<file path="config.mk">
export PLATFORM = sky130hd
export DESIGN_NAME = val_error_acc_flat
export DESIGN_NICKNAME = d
export VERILOG_FILES = /design/src/rtl/val_error_acc_if.sv /design/src/rtl/val_error_acc.sv /design/src/flat_wrapper.sv
export SDC_FILE = /design/constraint.sdc
export NUM_CORES = 1
export LEC_CHECK = 0
export BUFFER_PORTS_ARGS = -buffer_cell sky130_fd_sc_hd__buf_2
export CORE_MARGIN = 5
export CORE_UTILIZATION = 54
export DETAILED_ROUTE_END_ITERATION = 16
export GPL_ROUTABILITY_DRIVEN = 0
export PLACE_DENSITY_LB_ADDON = 0.05
export SETUP_SLACK_MARGIN = 0.4
export SLEW_MARGIN = 20
export SYNTH_ARGS = -nofsm -noshare
export SYNTH_HDL_FRONTEND = slang
export SYNTH_SLANG_ARGS = --single-unit
</file>
<file path="constraint.sdc">
create_clock -name clk -period 3.5 [get_ports clk]
set_input_delay 0.35 -clock clk [delete_from_list [all_inputs] [get_ports clk]]
set_output_delay 0.35 -clock clk [all_outputs]
set_load 0.03 [all_outputs]
</file>
<file path="src/rtl/val_error_acc_if.sv">
// Handshake/data bundle between the training controller side and val_error_acc.
// fsm_state mirrors the accumulator FSM for checkers and waveform debug.
interface val_error_acc_if #(
  parameter int BITS = 16
);
  logic            VL;
  logic [BITS-1:0] VALID;
  logic            S_Out;
  logic [BITS-1:0] Y;
  logic [BITS-1:0] T;
  logic [BITS-1:0] Error;
  logic            S_Error;
  logic            Busy;
  logic [1:0]      fsm_state;

  // Y/T are qualified by S_Out for one cycle (no back-pressure, one sample per
  // cycle); Error is qualified by the one-cycle S_Error strobe and held between strobes.
  modport master (
    output VL, VALID, S_Out, Y, T,
    input  Error, S_Error, Busy, fsm_state
  );

  modport slave (
    input  VL, VALID, S_Out, Y, T,
    output Error, S_Error, Busy, fsm_state
  );
endinterface

</file>
<file path="src/rtl/val_error_acc.sv">
// Validation-error accumulator: saturating sum of |Y-T| (or (Y-T)^2 when
// ERR_SQUARED_EN is defined) over VALID samples, reported with an S_Error strobe.
module val_error_acc #(
  parameter int BITS = 16
) (
  input logic           clk,
  input logic           rst_n,
  val_error_acc_if.slave bus
);
  localparam logic [1:0] IDLE = 2'd0;
  localparam logic [1:0] ACC  = 2'd1;
  localparam logic [1:0] HOLD = 2'd2;
  localparam logic [BITS-1:0] MAX = '1;
  localparam logic [BITS-1:0] ONE = {{(BITS-1){1'b0}}, 1'b1};

  logic [1:0]        state;
  logic [BITS-1:0]   acc;
  logic [BITS-1:0]   cnt;
  logic [BITS-1:0]   n;
  logic [BITS-1:0]   error_q;
  logic              s_error_q;

  logic signed [BITS:0] d;
  logic [BITS:0]        e;
  logic [BITS+1:0]      sum;
  logic [BITS-1:0]      acc_nx;
  logic [BITS-1:0]      cnt_nx;
`ifdef ERR_SQUARED_EN
  logic [2*BITS+1:0]    sq;
`endif

  always_comb begin
    // One extra bit keeps Y-T exact for any pair of signed inputs.
    d = $signed({bus.Y[BITS-1], bus.Y}) - $signed({bus.T[BITS-1], bus.T});
`ifdef ERR_SQUARED_EN
    sq = d * d;
    e  = (sq > {{(BITS+2){1'b0}}, MAX}) ? {1'b0, MAX} : sq[BITS:0];
`else
    e  = d[BITS] ? $unsigned(-d) : $unsigned(d);
`endif
    sum    = {2'b00, acc} + {1'b0, e};
    acc_nx = (sum[BITS+1:BITS] != 2'b00) ? MAX : sum[BITS-1:0];
    cnt_nx = cnt + ONE;
  end

  always_ff @(posedge clk or negedge rst_n) begin
    if (!rst_n) begin
      state     <= IDLE;
      acc       <= '0;
      cnt       <= '0;
      n         <= '0;
      error_q   <= '0;
      s_error_q <= 1'b0;
    end else begin
      s_error_q <= 1'b0;
      case (state)
        IDLE: begin
          if (bus.VL) begin
            n   <= bus.VALID;
            acc <= '0;
            cnt <= '0;
            if (bus.VALID == '0) begin
              error_q   <= '0;
              s_error_q <= 1'b1;
              state     <= HOLD;
            end else begin
              state <= ACC;
            end
          end
        end
        ACC: begin
          // Abort takes priority over a sample arriving on the same edge.
          if (!bus.VL) begin
            state <= IDLE;
          end else if (bus.S_Out) begin
            acc <= acc_nx;
            cnt <= cnt_nx;
            if (cnt_nx == n) begin
              error_q   <= acc_nx;
              s_error_q <= 1'b1;
              state     <= HOLD;
            end
          end
        end
        HOLD: begin
          if (!bus.VL) state <= IDLE;
        end
        default: state <= IDLE;
      endcase
    end
  end

  assign bus.Error     = error_q;
  assign bus.S_Error   = s_error_q;
  assign bus.Busy      = (state == ACC);
  assign bus.fsm_state = state;
endmodule

</file>
<file path="src/flat_wrapper.sv">
// flat-port wrapper written by rule: the top's interface ports become plain ports
module val_error_acc_flat 
#(
  parameter int BITS = 16
)
  (clk, rst_n, bus_VL, bus_VALID, bus_S_Out, bus_Y, bus_T, bus_Error, bus_S_Error, bus_Busy, bus_fsm_state);
  val_error_acc_if #(.BITS(BITS)) bus_i ();
  input logic clk;
  input logic rst_n;
  input wire logic [$bits(bus_i.VL)-1:0] bus_VL;
  input wire logic [$bits(bus_i.VALID)-1:0] bus_VALID;
  input wire logic [$bits(bus_i.S_Out)-1:0] bus_S_Out;
  input wire logic [$bits(bus_i.Y)-1:0] bus_Y;
  input wire logic [$bits(bus_i.T)-1:0] bus_T;
  output wire logic [$bits(bus_i.Error)-1:0] bus_Error;
  output wire logic [$bits(bus_i.S_Error)-1:0] bus_S_Error;
  output wire logic [$bits(bus_i.Busy)-1:0] bus_Busy;
  output wire logic [$bits(bus_i.fsm_state)-1:0] bus_fsm_state;
  assign bus_i.VL = bus_VL;
  assign bus_i.VALID = bus_VALID;
  assign bus_i.S_Out = bus_S_Out;
  assign bus_i.Y = bus_Y;
  assign bus_i.T = bus_T;
  assign bus_Error = bus_i.Error;
  assign bus_S_Error = bus_i.S_Error;
  assign bus_Busy = bus_i.Busy;
  assign bus_fsm_state = bus_i.fsm_state;
  val_error_acc #(.BITS(BITS)) u_core (.clk(clk), .rst_n(rst_n), .bus(bus_i));
endmodule
</file>
Yosys cells after proc, flatten, opt, wreduce, memory -nomap -nowiden
Cells that the tools add are included.
- input bits: 52
- flip-flop bits (word level): 67
- output and inout port bits: 20
- word-level logic and storage cells: 57
- add/subtract/negate cells: 4
- eq/ne operators: 11
- muxes and demuxes: 28
- reductions and logical operators: 8
- operator list (kind ; number):
    two-way mux 16 bit ; 11
    one-hot mux 16 bit (2 select lines) ; 3
    adder 16 x 17 -> 18 bit ; 1
    two-way mux 17 bit ; 1
    negation 17 bit ; 1
    subtractor 16 x 16 -> 17 bit ; 1
    adder 16 x 1 -> 16 bit, second input constant ; 1
    == test 16 bit ; 1
    zero test 16 bit ; 1
    two-way mux 2 bit ; 6
    inequality test 2 bit, second input constant ; 4
    AND reduction 4 bit ; 2
    one-hot mux 2 bit (3 select lines) ; 1
    AND reduction 6 bit ; 1
    two-way mux 1 bit ; 5
    inequality test 2 x 1 -> 1 bit, second input constant ; 2
    nonzero test 2 bit ; 2
    inequality test 3 x 2 -> 1 bit, second input constant ; 1
    inequality test 3 bit, second input constant ; 1
    == test 2 x 1 -> 1 bit, second input constant ; 1
    == test 2 bit, second input constant ; 1
    zero test 2 bit ; 1
    one-hot mux 1 bit (2 select lines) ; 1
    AND reduction 2 bit ; 1

Longest topological paths before layout
Gate-level depths: netlist (run 1).
- word-level depth: 10
- gate-level depth with buffers: 24
- mapped depth without buffers: 22

Least setup slack after synthesis (run 1)
No wires, ideal clock.
- kind: input to register
- start point: input bus_Y[0]
- end point: register u_core.error_q[13], in the netlist u_core.bus.Error[13]
- setup time: 0.121 ns
- data arrival time: 5.003 ns
- path slack: -1.624 ns
- cell stages on the path: 22
- path through: inv_1 > ha_1 > fa_1 > nand2b_1 > a211oi_1 > nor2_1 > o41ai_1 > nand2_1 > nand3_1 > and2_1 > clkbuf_1 > nor2_1 > xnor2_1 > ha_1 > a211oi_1 > nor2_1 > o31ai_1 > o22ai_1 > and2_1 > o21a_1 > or4_1 > a22o_1
- longest elaborated chain between the ends: 10
- RTL lines (what ; RTL line ; RTL):
    from (decl) ; flat_wrapper.sv:13 ; input wire logic [$bits(bus_i.Y)-1:0] bus_Y;
    subtractor 16 x 16 -> 17 bit (*) ; val_error_acc.sv:34 ; d = $signed({bus.Y[BITS-1], bus.Y}) - $signed({bus.T[BITS-1], bus.T});
    negation 17 bit ; val_error_acc.sv:39 ; e = d[BITS] ? $unsigned(-d) : $unsigned(d);
    two-way mux 17 bit (*) ; val_error_acc.sv:39 ;
    adder 16 x 17 -> 18 bit (*) ; val_error_acc.sv:41 ; sum = {2'b00, acc} + {1'b0, e};
    nonzero test 2 bit ; val_error_acc.sv:42 ; acc_nx = (sum[BITS+1:BITS] != 2'b00) ? MAX : sum[BITS-1:0];
    two-way mux 16 bit (*) ; val_error_acc.sv:42 ;
    two-way mux 16 bit (*) ; val_error_acc.sv:78 ; if (cnt_nx == n) begin
    two-way mux 16 bit (*) ; val_error_acc.sv:75 ; end else if (bus.S_Out) begin
    two-way mux 16 bit (*) ; val_error_acc.sv:73 ; if (!bus.VL) begin
    one-hot mux 16 bit (2 select lines) (*) ; val_error_acc.sv:56 ; case (state)
    to (signal assigned) ; val_error_acc.sv:79 ; error_q <= acc_nx;
    to (decl) ; val_error_acc.sv:20 ; logic [BITS-1:0] error_q;
Every way passes the cells marked *; elsewhere a longest branch is shown, timed or not. The select of a mux whose other input is x is not followed.
A chain may end at the register's enable or synchronous reset.

Worst setup path in the final report (run 1)
- start point: input bus_Y[0]
- end point: register u_core.error_q[15], in the netlist u_core.bus.Error[15]
Same word-level chain as after synthesis.

==> results.md, run 1 <==
* Dpl hpwl at 11700 µm
* Final hold violations at 0
* Power per cell area at 725 nW/µm²
* Post-route ant nets at 0
* Gr busiest metal: met2
* Share of layout cells above drive strength 1 at 0.344
* Global route overflow at 0
* Final setup fails at 32
* VDD IR max at 361 µV
* GR Util met2 at 0.468
* Register-to-register path setup slack at 90 ps
* Worst skew pair latency at 360 ps
* Final Critical Period at 4440 ps
* IO Pins at 72
* Met1 Use GR at 0.284
* Chip height at 111 µm
* Starting Density at 0.546
* Startpoint types: primary input
* Die X at 111 µm
* Ant. Diodes at 0
* Residual DRC at 0
* Largest net degree at the start of global routing at 68
* Root Buffer Master: clkbuf_8
* Total power at 5.50 mW
* Drt wl/cell at 15.6 µm
* Worst slew margin relative to its limit at 0.388
* Ys flop type: dfrtp_1
* FILL cells at 794
* Synthesized net count at 772
* Ys async rst share at 1.00
* CTS sink cnt at 67
* Initial antenna violation count at 0
* Most common cell in the netlist: nand2_1
* Critical-path maximum fanout at 6
* Worst-path clk slew at 80 ps
* Final worst slack at -943 ps
* RSZ-0062 raised after global routing: true
* Commonest cells in the netlist: 109 x nand2_1, 67 x dfrtp_1, 58 x nor2_1, 48 x o21ai_0, 44 x a21oi_1
* Worst-Margin Slew at 916 ps
* Largest area contributor in the netlist: dfrtp_1
* Synthesized instance count at 683
* H-tree levels at 3
* Final Cycle Share at 1.27
* Total number of vias at 5664
* Crit. End Element: flop
* Max Slew Vio Count at 0
* Worst Path Required at 3750 ps
* Avg Inst Size Synth at 8.14 µm²
* Post-Synthesis Cell Area at 5560 µm²
* Pleak at 3.66 nW
* Max-Cap Viols at 0
* Maximum clock path buffer count at 2
* First-pass GRT wire length at 26200 µm
* Fin Setup TNS at -25900 ps
* Warnings from Yosys at 0
* Failing checks: setup timing
* Share of the synthesized area in the top cell type at 0.301
* Arrival time at the worst endpoint at 4690 ps
* Top cells by area, synth: dfrtp_1 30%, ha_1 7.9%, nand2_1 7.4%, xnor2_1 5.5%, o21ai_0 4.3%
* Core ar. at 10200 µm²
* Netlist cell types at 62
* Post-Route Skew at 8.78 ps
* Vias per cell at 5.61
* Post-Route WL at 15800 µm
* Full die area at 12400 µm²
* Max Fclk at 0.225 GHz
* Drt first pass iters at 5
* Met3 usage at 0.0364
* WHS at 180 ps
* # rows at 37
* Area added between synthesis and finish at 36.4%
* PortBufs at 71
* Post-synthesis sequential area ratio at 0.301
* Seq cells post-synth at 67
* Outcome: complete, but fails checks
* Total CTS buffers at 9
* Number of DRC markers in iteration 0 at 314
* Nets at 958
* Post-synth EDFFs at 0
* Hold Crit Class: in2async
* Hold_buf cts at 0
* Vias in the first global route at 5838
* Pre-CTS WS at -1470 ps
* CTS tree: yes
* Global Route Usage Sum at 0.252
* Kind of critical path: in2reg
[metrics by stage]
stage / instances / instance area [µm²] / utilization
6_report: 1010 / 7590 / 0.745
5_1_grt: 1010 / 7590 / 0.745
4_1_cts: 1003 / 7350 / 0.722
3_5_place_dp: 979 / 6990 / 0.686
3_3_place_gp: 979 / 6990 / 0.686
2_1_floorplan: 683 / 5710 / -
[worst max-delay path: stages]
cell and delay (ps):
buf_8 90, inv_12 30, ha_4 150, fa_2 330, nand2b_4 170, a211oi_2 200, nor2_2 100, o41ai_2 330
nand2_1 130, nand3_2 110, and2_4 150, buf_8 130, nor2_4 50, xnor2_2 170, ha_4 240, o21a_1 210
a21oi_2 200, a21oi_2 100, a221o_1 370, a21o_1 180, a21oi_2 120, xnor2_1 90, o41a_1 410, mux2_4 260
[power by group]
group          total (mW)  switching, mW  internal, mW
clock               0.704          0.305         0.399
combinational        3.71           1.81          1.90
sequential           1.09          0.172         0.922
total                5.50           2.28          3.22
[path summary, 6_finish.rpt]
path                                               endpoint  cells after the start                             from
max reg2reg                 u_core.bus.Error[5]$_DFFE_PN0P_                     11        u_core.cnt[1]$_DFFE_PN0P_
max                        u_core.bus.Error[15]$_DFFE_PN0P_                     24                         bus_Y[0]
max in group asynchronous  u_core.bus.Error[13]$_DFFE_PN0P_                      2                            rst_n
min in group clk                    u_core.n[6]$_DFFE_PN0P_                      3                     bus_VALID[6]
min                                 u_core.n[2]$_DFFE_PN0P_                      2                            rst_n
min reg2reg                 u_core.bus.Error[7]$_DFFE_PN0P_                      1  u_core.bus.Error[7]$_DFFE_PN0P_
[cells by family after synthesis]
logic type                 share of synthesized area
muxes                                         0.0292
xor gates and xnor gates                      0.0866
DFF                                            0.301
and+or+nand+nor                                0.229
buffers and inverters                         0.0484
AOI/OAI and AO/OA                              0.220
adders and majority gates                     0.0859
[timing repair]
item / CTS / global route
resized for setup: 24 / 40
setup buffers: 8 / 7
pin swaps: 18 / 34
setup endpoints to repair: 32 / 33
[flip-flops by register name, summed over array words and instances (netlist names)]
name                  flops
u_core.cnt               16
u_core.bus.S_Error        1
u_core.acc               16
u_core.bus.Error         16
u_core.n                 16
u_core.bus.fsm_state      2
[cells in the final DEF, fill, tap and decap left out, drive strengths merged, types with 5 or more instances in the layout]
master | Yosys | routed
nand2 | 109 | 109
a21o | 12 | 12
xnor2 | 35 | 35
clkbuf | 18 | 11
o2bb2ai | 12 | 12
and2 | 10 | 10
mux2i | 14 | 14
a31oi | 6 | 6
nand2b | 7 | 7
o21a | 9 | 9
a21oi | 44 | 44
ha | 35 | 35
nor3 | 19 | 19
buf | 13 | 206
nand4 | 6 | 6
xor2 | 20 | 20
nor4 | 7 | 7
a211oi | 7 | 7
nor2 | 58 | 58
inv | 31 | 31
o21ai | 49 | 49
a22o | 10 | 10
dfrtp | 67 | 67
nand3 | 14 | 14
nor2b | 6 | 6
or4 | 5 | 5
[area by class of cell]
type / count / area (µm²) / share of cell area
Sequential cell: 67 / 1680 / 0.221
Clock inverter: 5 / 77.6 / 0.0102
Timing Repair Buffer: 206 / 1430 / 0.188
Multi-Input combinational cell: 554 / 3980 / 0.524
Tap cell: 136 / 170 / 0.0224
Inverter: 31 / 129 / 0.0170
Clock buffer: 11 / 131 / 0.0173
[metal layers]
| metal | up-vias | share of wire | wire length, µm |
|---|---|---|---|
| li1 | 2794 | - | - |
| met1 | 2700 | 0.40 | 6370 |
| met2 | 130 | 0.53 | 8310 |
| met3 | 40 | 0.036 | 574 |
| met4 | 0 | 0.032 | 501 |
| met5 | - | 0 | 0 |
Note: power is estimated with default switching activity, not from simulation.
==> run 2, diff against run 1 <==
==> constraint.sdc (replaced) <==
create_clock -name clk -period 3.5 [get_ports clk]
set_input_delay 0 -clock clk [delete_from_list [all_inputs] [get_ports clk]]
set_output_delay 0 -clock clk [all_outputs]
set_load 0.03 [all_outputs]
==> run 2 against run 1 <==
  * The flow still finishes with violations (setup timing)
  * Critical path depth stayed put
  * Clock power is 13% higher
  * Routed wire length is 9.0% higher
  * Sequential cell count stayed put
  * Largest power group unchanged
==> results.md, run 2 (synthesis gave the netlist of run 1 again) <==
* Fraction of power spent switching nets at 0.427
* Arrival time at the worst endpoint at 4360 ps
* Hold Crit Class: in2async
* Placed Cells at 974
* Final worst slack at -631 ps
* Share of layout cells above drive strength 1 at 0.353
* Kind of critical path: in2reg
* H-tree levels at 3
* Residual DRC at 0
* PortBufs at 71
* FILL cells at 754
* Drt first pass iters at 5
* Number of DRC markers in iteration 0 at 357
* Maximum clock path buffer count at 2
* Layout Cells excl Fill at 1026
* Outcome: complete, but fails checks
* First-pass GRT wire length at 27600 µm
* Pre-CTS WS at -1190 ps
* Final setup fails at 32
* Clk pwr share at 0.134
* Area added between synthesis and finish at 42.3%
* Core ar. at 10200 µm²
* Critical-path maximum fanout at 6
* Total CTS buffers at 9
* Int Power at 3.40 mW
* Failing checks: setup timing
* IO Pins at 72
* CTS sink cnt at 67
* # rows at 37
* Chip height at 111 µm
* WHS at 197 ps
* Max Fclk at 0.242 GHz
* Worst path cell trace: buf_8 > inv_12 > ha_4 > fa_2 > nand2b_4 > a211oi_2 > nor2_2 > o41ai_2 > nand2_1 > nand3_2 > and2_4 > buf_8 > a31oi_4 > xnor2_1 > ha_1 > a21oi_2 > o21ai_1 > a21o_1 > a221o_1 > a21o_1 > a21oi_2 > xnor2_1 > o41a_1 > mux2_4
* Layout Utilization at 0.777
* Comb pwr share at 0.681
* Ant. Diodes at 0
* Register area at 1680 µm²
* Full die area at 12400 µm²
* Slowest-stage cell, CP: o41a_1
* Final Cycle Share at 1.18
* VDD IR max at 344 µV
* Nets at 974
* CTS tree: yes
* Initial antenna violation count at 0
* Critical path buffers and inverters at 3
* Max Slew Vio Count at 0
* Root Buffer Master: clkbuf_8
* Final hold violations at 0
* Largest net degree at the start of global routing at 50
* Die X at 111 µm
* Delay-heaviest family, CP: compound AO/OA/AOI/OAI gates
* Total number of vias at 5872
* Drt wl/cell at 16.7 µm
* Startpoint types: primary input
* Worst skew pair latency at 360 ps
* Leading cell type in the layout, fill and taps excluded: buf_4
* P_sw at 2.53 mW
* Final Critical Period at 4130 ps
* Dpl hpwl at 11900 µm
* Worst Path Required at 3730 ps
* Pleak at 3.82 nW
* Worst-path clk slew at 70 ps
* Most frequent cells in the layout: 123 x buf_4, 99 x nand2_1, 70 x buf_2
* Crit. End Element: flop
* Area occupied by multi-input gates at 4080 µm²
* Power per cell area at 750 nW/µm²
* Post-Route Skew at 11.1 ps
* Post-route ant nets at 0
* Post-Route WL at 17200 µm
* Seq pwr share at 0.185
* Vias in the first global route at 5981
* Global route overflow at 0
* CP peak stage delay at 440 ps
* Global Route Usage Sum at 0.267
* Max-Cap Viols at 0
* Starting Density at 0.546
* Worst slew margin relative to its limit at 0.380
* RSZ-0062 raised after global routing: true
* Total power at 5.93 mW
* Vias per cell at 5.72
* Worst-Margin Slew at 928 ps
==> run 2: cell types whose count changed in the layout (fill, tap and decap cells not counted), sizes merged <==
cell / change
clkinv: -1
buf: -3
dlygate4sd3: +18
bufinv: +1
clkinvlp: +1
==> run 2: path summary, 6_finish.rpt <==
path	start	endpoint	slack (ps)	cells past startpoint
worst max-delay path	bus_Y[0]	u_core.bus.Error[15]$_DFFE_PN0P_	-630	24
max in group asynchronous	rst_n	u_core.bus.Error[0]$_DFFE_PN0P_	2590	3
worst max register to register	u_core.cnt[1]$_DFFE_PN0P_	u_core.bus.Error[6]$_DFFE_PN0P_	80	11
worst min-delay path	rst_n	u_core.n[0]$_DFFE_PN0P_	200	2
worst min register to register	u_core.n[0]$_DFFE_PN0P_	u_core.n[0]$_DFFE_PN0P_	510	2
min in group clk	bus_S_Out	u_core.cnt[13]$_DFFE_PN0P_	250	4
==> run 2: power groups by stage <==
stage | clock network (mW) | registers (mW) | logic, mW
finish | 0.798 | 1.10 | 4.04
global route | 0.835 | 1.11 | 4.34
CTS | 0.803 | 1.08 | 3.39
detailed placement | 0 | 1.09 | 3.01
global placement | 0 | 1.09 | 2.91
floorplan | 0 | 1.02 | 1.95
==> run 2: worst register-to-register path, stage by stage, from the launching register on <==
cell and delay, ps:
dfrtp_1 400, ha_1 230, nand4_2 180, or4_4 580, nor3_2 120, a31oi_1 50
or4_1 530, a2111o_1 350, a21o_1 300, or2_0 230, buf_4 210, o2bb2ai_2 190
==> run 2: what timing repair did <==
action                     CTS  global route
buffers inserted            10             6
hold endpoints to repair    65             0
resized for setup           34            58
setup endpoints to repair   32            33
cloned                       0             2
pin swaps                   27            14
hold buffers                18             0
==> run 2: per-stage QoR <==
stage / area (µm²) / TNS, ps
floorplan: 5710 / -19770
global placement: 6950 / -28540
detailed placement: 6950 / -33300
CTS: 7590 / -15500
global route: 7910 / -20740
finish: 7910 / -15250
==> run 2: final cells by class <==
cell class                 instances  share of cell area
clock inverter                     6              0.0144
sequential                        67               0.212
timing repair buffer             222               0.205
clock buffer                      10              0.0161
multi-input combinational        554               0.515
inverter                          31              0.0163
tap                              136              0.0215
==> run 2: per-layer routing <==
metal / track usage / wire, µm / up-vias
met4: 0.122 / 801 / 0
li1: - / - / 2831
met2: 0.507 / 9160 / 202
met1: 0.290 / 6550 / 2779
met5: 0 / 0 / -
met3: 0.0375 / 658 / 60
==> run 3, diff against run 2 <==
--- a/config.mk
+++ b/config.mk
@@ -11,7 +11,7 @@
 export DETAILED_ROUTE_END_ITERATION = 16
 export GPL_ROUTABILITY_DRIVEN = 0
 export PLACE_DENSITY_LB_ADDON = 0.05
-export SETUP_SLACK_MARGIN = 0.4
+export SETUP_SLACK_MARGIN = 0.1
 export SLEW_MARGIN = 20
 export SYNTH_ARGS = -nofsm -noshare
 export SYNTH_HDL_FRONTEND = slang
==> run 3 against run 2 <==
  * The run still ends with setup timing left
  * Clock power barely moved
  * Sequential cell count unchanged
  * Utilization grew 0.15 points
  * Final area up 0.19%
  * Routed wire length increased by 1.1%
  * Non-clock buffer count grew 4
  * Combinational power rose by 1%
  * Global-route usage barely moved
  * Sequential power is essentially flat
  * Die area did not move
  * Setup slack worse by 56 ps
  * Largest cell class unchanged
==> results.md, run 3 (synthesis gave the netlist of run 1 again) <==
* Outcome: complete, but fails checks
* Failing checks: setup timing
* Register-to-register path setup slack at 90 ps
* VDD IR max at 342 µV
* Layout Cells excl Fill at 1030
* Worst Path Required at 3730 ps
* Chip height at 111 µm
* Drt wl/cell at 16.8 µm
* Power per cell area at 756 nW/µm²
* Final worst slack at -687 ps
* Critical-path maximum fanout at 6
* Global route overflow at 0
* Share of layout cells above drive strength 1 at 0.359
* Worst skew pair latency at 360 ps
* Pre-CTS WS at -1190 ps
* Total number of vias at 5906
* Dpl hpwl at 11900 µm
* Post-Route Skew at 10.7 ps
* CTS tree: yes
* Hold Crit Class: in2async
* Kind of critical path: in2reg
* Vias in the first global route at 5937
* Int Power at 3.44 mW
* Initial antenna violation count at 0
* Max Slew Vio Count at 0
* CTS sink cnt at 67
* Register area at 1680 µm²
* RSZ-0062 raised after global routing: true
* Total CTS buffers at 9
* Post-Route WL at 17400 µm
* Drt first pass iters at 6
* Die X at 111 µm
* Arrival time at the worst endpoint at 4420 ps
* Final setup fails at 32
* Pleak at 3.80 nW
* Worst r2r path cells at 11
* Ant. Diodes at 0
* Root Buffer Master: clkbuf_8
* Leading cell type in the layout, fill and taps excluded: buf_4
* Starting Density at 0.546
* Clk pwr share at 0.133
* Global Route Usage Sum at 0.266
* Area occupied by multi-input gates at 4060 µm²
* Worst path cell trace: buf_8 > inv_12 > ha_4 > fa_2 > nand2b_4 > a211oi_2 > nor2_2 > o41ai_2 > nand2_1 > nand3_2 > and2_4 > buf_8 > nor2_4 > xnor2_2 > ha_4 > o21a_1 > a21oi_2 > a21oi_2 > a221o_1 > a21o_1 > a21oi_2 > xnor2_2 > o41a_1 > mux2_4
* Area added between synthesis and finish at 42.5%
* Comb pwr share at 0.685
* Startpoint types: primary input
* Placed Cells at 974
* First-pass GRT wire length at 27600 µm
* Slowest-stage cell, CP: o41a_1
* Seq pwr share at 0.182
* Final Critical Period at 4190 ps
* CP most frequent cell: a21oi_2
* Critical path buffers and inverters at 3
* Number of DRC markers in iteration 0 at 421
* Crit Reg-Reg Startpoint: u_core.cnt[1]$_DFFE_PN0P_
* Crit. End Element: flop
* P_sw at 2.56 mW
* H-tree levels at 3
* Final Cycle Share at 1.20
* IO Pins at 72
* Final hold violations at 0
* Vias per cell at 5.73
* FILL cells at 750
* Total power at 5.99 mW
* Delay-heaviest family, CP: compound AO/OA/AOI/OAI gates
* Fraction of power spent switching nets at 0.427
* CP peak stage delay at 440 ps
* Max-Cap Viols at 0
* Worst-Margin Slew at 909 ps
* PortBufs at 71
* Core ar. at 10200 µm²
* Nets at 978
* Post-route ant nets at 0
* Most frequent cells in the layout: 126 x buf_4, 95 x nand2_1, 69 x buf_2
* Full die area at 12400 µm²
* Worst-path clk slew at 80 ps
* WHS at 192 ps
* Largest net degree at the start of global routing at 50
* Max Fclk at 0.239 GHz
* Residual DRC at 0
* Maximum clock path buffer count at 2
* # rows at 37
* Worst slew margin relative to its limit at 0.392
* R2r endpoint: u_core.bus.Error[6]$_DFFE_PN0P_
* Layout Utilization at 0.779
-- run 3: area by class of cell --
class / count / share of cell area
inverters: 31 / 0.0163
clock buffers: 10 / 0.0161
clock inverters: 6 / 0.0144
well taps: 136 / 0.0215
multi-input cells: 554 / 0.511
repair buffers: 226 / 0.209
flip-flops and latches: 67 / 0.211
-- run 3: per-stage QoR --
step / cell area [µm²] / setup TNS (ps)
2_1_floorplan: 5710 / -19770
3_3_place_gp: 6950 / -28540
3_5_place_dp: 6950 / -33300
4_1_cts: 7570 / -15390
5_1_grt: 7930 / -23670
6_report: 7930 / -17090
-- run 3: per-layer routing --
layer,up-vias,wire [µm],global-route usage
met2,204,9290,0.514
li1,2829,-,-
met3,56,701,0.0359
met4,0,752,0.105
met1,2817,6610,0.292
met5,-,0,0
-- run 3: what timing repair did --
| action | 4_1_cts | 5_1_grt |
|---|---|---|
| pin swaps | 27 | 44 |
| resized for setup | 32 | 60 |
| hold buffers | 18 | 0 |
| hold endpoints to repair | 65 | 0 |
| buffers inserted | 10 | 12 |
| setup endpoints to repair | 32 | 32 |
| gates cloned | 0 | 2 |
-- run 3: worst max-delay path by stage --
stage | slack [ps] | from | endpoint | cells after the start
6_report | -690 | bus_Y[0] | u_core.bus.Error[15]$_DFFE_PN0P_ | 24
5_1_grt | -850 | bus_Y[0] | u_core.bus.Error[15]$_DFFE_PN0P_ | 24
4_1_cts | -590 | bus_Y[0] | u_core.bus.Error[15]$_DFFE_PN0P_ | 24
3_5_place_dp | -1190 | bus_Y[0] | u_core.bus.Error[7]$_DFFE_PN0P_ | 27
3_3_place_gp | -1000 | bus_Y[0] | u_core.bus.Error[15]$_DFFE_PN0P_ | 22
2_1_floorplan | -740 | bus_Y[0] | u_core.bus.Error[13]$_DFFE_PN0P_ | 22
-- run 3: worst reg2reg max path, delay by kind of cell, from the launching register on --
| family | cells | cell delay [ps] |
|---|---|---|
| AOI/OAI and AO/OA | 4 | 870 |
| DFF | 1 | 400 |
| and+or+nand+nor | 5 | 1640 |
| adders and majority gates | 1 | 230 |
| buffers and inverters | 1 | 210 |
-- run 3: power groups by stage --
stage                     Combinational [mW]  Clock [mW]  Sequential [mW]
after CTS                               3.32       0.803             1.08
after global placement                  2.91           0             1.09
final                                   4.10       0.796             1.09
after detailed placement                3.01           0             1.09
after floorplan                         1.95           0             1.02
after global routing                    4.39       0.831             1.11
